**config.mk**
```make
export PLATFORM = sky130hd
export DESIGN_NAME = systolic_mac
export DESIGN_NICKNAME = d
export VERILOG_FILES = /design/src/rtl/systolic_mac.sv
export SDC_FILE = /design/constraint.sdc
export NUM_CORES = 1
export LEC_CHECK = 0
export ABC_AREA = 1
export BUFFER_PORTS_ARGS = -buffer_cell sky130_fd_sc_hd__buf_2
export CAP_MARGIN = 5
export CELL_PAD_IN_SITES_DETAIL_PLACEMENT = 1
export CELL_PAD_IN_SITES_GLOBAL_PLACEMENT = 1
export CORE_MARGIN = 5
export CORE_UTILIZATION = 47
export CTS_CLUSTER_DIAMETER = 30
export CTS_CLUSTER_SIZE = 40
export DETAILED_ROUTE_END_ITERATION = 10
export PLACE_DENSITY_LB_ADDON = 0.2
export SYNTH_ARGS = -nofsm -noshare
export SYNTH_HDL_FRONTEND = slang
export SYNTH_SLANG_ARGS = --single-unit
```
**constraint.sdc**
```tcl
create_clock -name clk -period 10 [get_ports clk]
set_clock_uncertainty 0.05 [all_clocks]
set_input_delay 2 -clock clk [delete_from_list [all_inputs] [get_ports clk]]
set_output_delay 2 -clock clk [all_outputs]
set_load 0.01 [all_outputs]
```
**src/rtl/systolic_mac.sv**
```systemverilog
// Output-stationary systolic array processing element: forwards A east and B south
// with one register stage each, and accumulates A*B into a local result register.
module systolic_mac #(
  parameter int unsigned DATA_WIDTH = 32
) (
  input  logic                  clk,
  input  logic                  rst,
  input  logic [DATA_WIDTH-1:0] A_in,
  input  logic [DATA_WIDTH-1:0] B_in,
  output logic [DATA_WIDTH-1:0] A_out,
  output logic [DATA_WIDTH-1:0] B_out,
  output logic [DATA_WIDTH-1:0] C_out
);

  logic [DATA_WIDTH-1:0] a_q, a_d;
  logic [DATA_WIDTH-1:0] b_q, b_d;
  logic [DATA_WIDTH-1:0] c_q, c_d;
  logic [DATA_WIDTH-1:0] prod_lo;

  // The accumulator keeps only the low DATA_WIDTH bits, and those bits of a full-width
  // product depend only on the low bits of the operands, so the upper half is never built.
  always_comb begin
    prod_lo = A_in * B_in;
    a_d     = A_in;
    b_d     = B_in;
    c_d     = c_q + prod_lo;
  end

  always_ff @(posedge clk) begin
    if (rst) begin
      a_q <= '0;
      b_q <= '0;
      c_q <= '0;
    end else begin
      a_q <= a_d;
      b_q <= b_d;
      c_q <= c_d;
    end
  end

  assign A_out = a_q;
  assign B_out = b_q;
  assign C_out = c_q;

endmodule

```
==> flow_summary.yaml <==
setup_path:
  rrSetupSlack_ps: 3290
  crit_type: "in -> reg"
  end_kind: "flop"
  cpPeakStageDelay_ps: 600
  path_buf_inv: 8
  crit_end: "C_out[27]"
  critical_path_depth: 25
  critPathMostFrequentCell: "fa_1"
  r2r-end: "C_out[27]"
  required_ps: 10230
  crit_start: "B_in[0]"
  start_kind: "input port"
  arrival_ps: 8950
  worstPathMaxFanout: 33
  cp_slowest_cell: "buf_2"
  cp_top_family: "adder cells"
  worstReg2RegStart: "C_out[17]"
  reg2reg_depth: 22
global_routing:
  grt_pass1_vias: 19460
  grt_overflow: 0
  grt_pass1_wl_um: 104200
  grt_max_degree: 76
  antenna_found_initial: 0
  grt_usage_pct: 28.25
synth:
  yosysWarnings: 0
  synth_area_sq_um: 20570
  synth_cell_types: 35
  ys_ff_latch: 96
  synth_largest_area_cell: "fa_1"
  seq_area_frac_synth_pct: 9.344
  synth_edf_count: 0
  yosys-top-cells-area: "fa_1 (43%), inv_1 (18%), nand2_1 (13%)"
  synth_most_common_cell: "inv_1"
  synth_commonest_cells: "inv_1 (988), nand2_1 (689), fa_1 (438)"
  synthCells: 2750
  dominantRegCellSynth: "dfxtp_1"
  synth_nets: 3378
  async_flop_share_pct: 0
  syn_area_per_cell_sq_um: 7.479
  synth_top_cell_area_share_pct: 42.63
layout:
  area_delta_synth_final_pct: 7.154
  nets: 3446
  drive_gt1_share_pct: 7.156
  regArea_sq_um: 1922
  utilization_pct: 51.05
  multi_input_area_sq_um: 14430
  nFillCells: 5580
cts:
  clk_latency_ps: 390
  cts-root-buf: "clkbuf_16"
  clock_sinks: 96
  clk_pin_slew_ps: 80
  h-tree-depth: 3
  cts_buffers: 9
  cts_resized: 0
  hold_buffers: 0
  cts_tree: "done"
  post-cts-setup-buffers: 0
  clockBufferDepth: 2
run:
  maxCapViolCount: 0
timing:
  finalHoldViolations: 0
  tns_ps: 0
  fin_crit_sh_pct: 87.22
  period_minus_slack_ps: 8722
  fmax_mhz: 114.7
  postLayoutSetupSlackWorst_ps: 1278
  tightest_slew_ps: 913.3
  slew_headroom_pct: 39.04
  setup_viol: 0
  hold-worst-slack_ps: 546.7
  rsz0062_at_grt: "no"
  final_max_slew_viol_count: 0
drt:
  vias_per_cell: 4.907
  drt_iter0_drc: 781
  dr.pass1.iters: 5
  wire_per_inst_um: 18.95
  wl_um: 64590
  dr_total_vias: 16730
  drc_errors: 0
  ant_nets: 0
placement:
  numPortBuffers: 161
  routabilityCongestion: 0.8925
  dp_slack_ps: 934.7
  hpwl_um: 51880
floorplanning:
  core.rowCount: 76
  die_h_um: 219.2
  initial_core_util_pct: 47.64
  dieArea_sq_um: 48040
  io_pins: 162
  fp.dieW_um: 219.2
  design.core.area_sq_um: 43170
hold_path:
  hold_class: "reg -> reg"
outcome:
  status: "finished, final reports clean"
## how the worst min path moves through the flow
stage,startpoint,endpoint,slack [ps],cells after the start
5_1_grt,C_out[0],C_out[0],660,3
3_3_place_gp,C_out[0],C_out[0],520,3
3_5_place_dp,C_out[0],C_out[0],540,3
2_1_floorplan,C_out[0],C_out[0],570,3
4_1_cts,C_out[0],C_out[0],560,3
6_report,C_out[0],C_out[0],550,3
## cell families after synthesis
group                      Yosys count  synth area share, %
AOI/OAI and AO/OA                  114                3.036
adders and majority gates          562                50.18
and+or+nand+nor                    848                16.02
buffers and inverters             1109                20.50
xor gates and xnor gates            21               0.9308
DFF                                 96                9.344
## through the flow
stage,cell area [sq um],cells
after floorplan,20570,2750
after global placement,21710,3392
after detailed placement,21710,3392
after CTS,22040,3408
after global routing,22040,3408
final,22040,3409
## state kept, by name, summed over array words and instances, names as in the netlist
| register | count |
|---|---|
| A_out | 32 |
| B_out | 32 |
| C_out | 32 |
## layout make-up
cell class	instances	share of cell area, %
multi-input cells	1545	65.48
inverters	991	16.88
flip-flops and latches	96	8.720
repair buffers	175	4.133
well taps	585	3.321
clock buffers	10	1.039
clock inverters	6	0.4201
diodes	1	0.01135
## layer usage
| metal | GRT usage (%) | share of wire [%] | up-vias |
|---|---|---|---|
| met1 | 34.85 | 40 | 8574 |
| met4 | 11.24 | 4.1 | 0 |
| met5 | 0 | 0 | - |
| met3 | 5.021 | 5.7 | 111 |
| li1 | - | - | 7601 |
| met2 | 49.30 | 50 | 441 |
## layout by cell type (no fill, tap or decap), drive strengths merged, types with 2 or more instances in the layout
master and instances:
inv 991, nand2 696, fa 438, buf 175, ha 124, nor2 103, dfxtp 96, a21oi 56
o21ai 37, nand3 33, xnor2 11, xor2 10, clkbuf 10, o21a 8, nand3b 7, nor3 3
nand4 3, o21bai 3, nor4 3, o211ai 2, a21boi 2, a21o 2, a221oi 2, clkinvlp 2
bufinv 2, clkinv 2
## worst register-to-register path, stage by stage, from the launching register on
cell     delay (ps)
dfxtp_1         370
fa_1            540
fa_1            470
fa_1            520
inv_1            60
fa_1            530
inv_1            50
fa_1            500
inv_1            70
fa_1            550
inv_1            50
fa_1            480
inv_1            50
fa_1            490
inv_1            60
ha_1            380
nand2_1         140
o21ai_0         280
a21oi_1         110
o21ai_0         400
a21oi_1         180
o21ai_0         190
a21oi_1          60
Power is not shown: default switching activity piles up to over one toggle a cycle in this logic, so the estimate is an artifact.
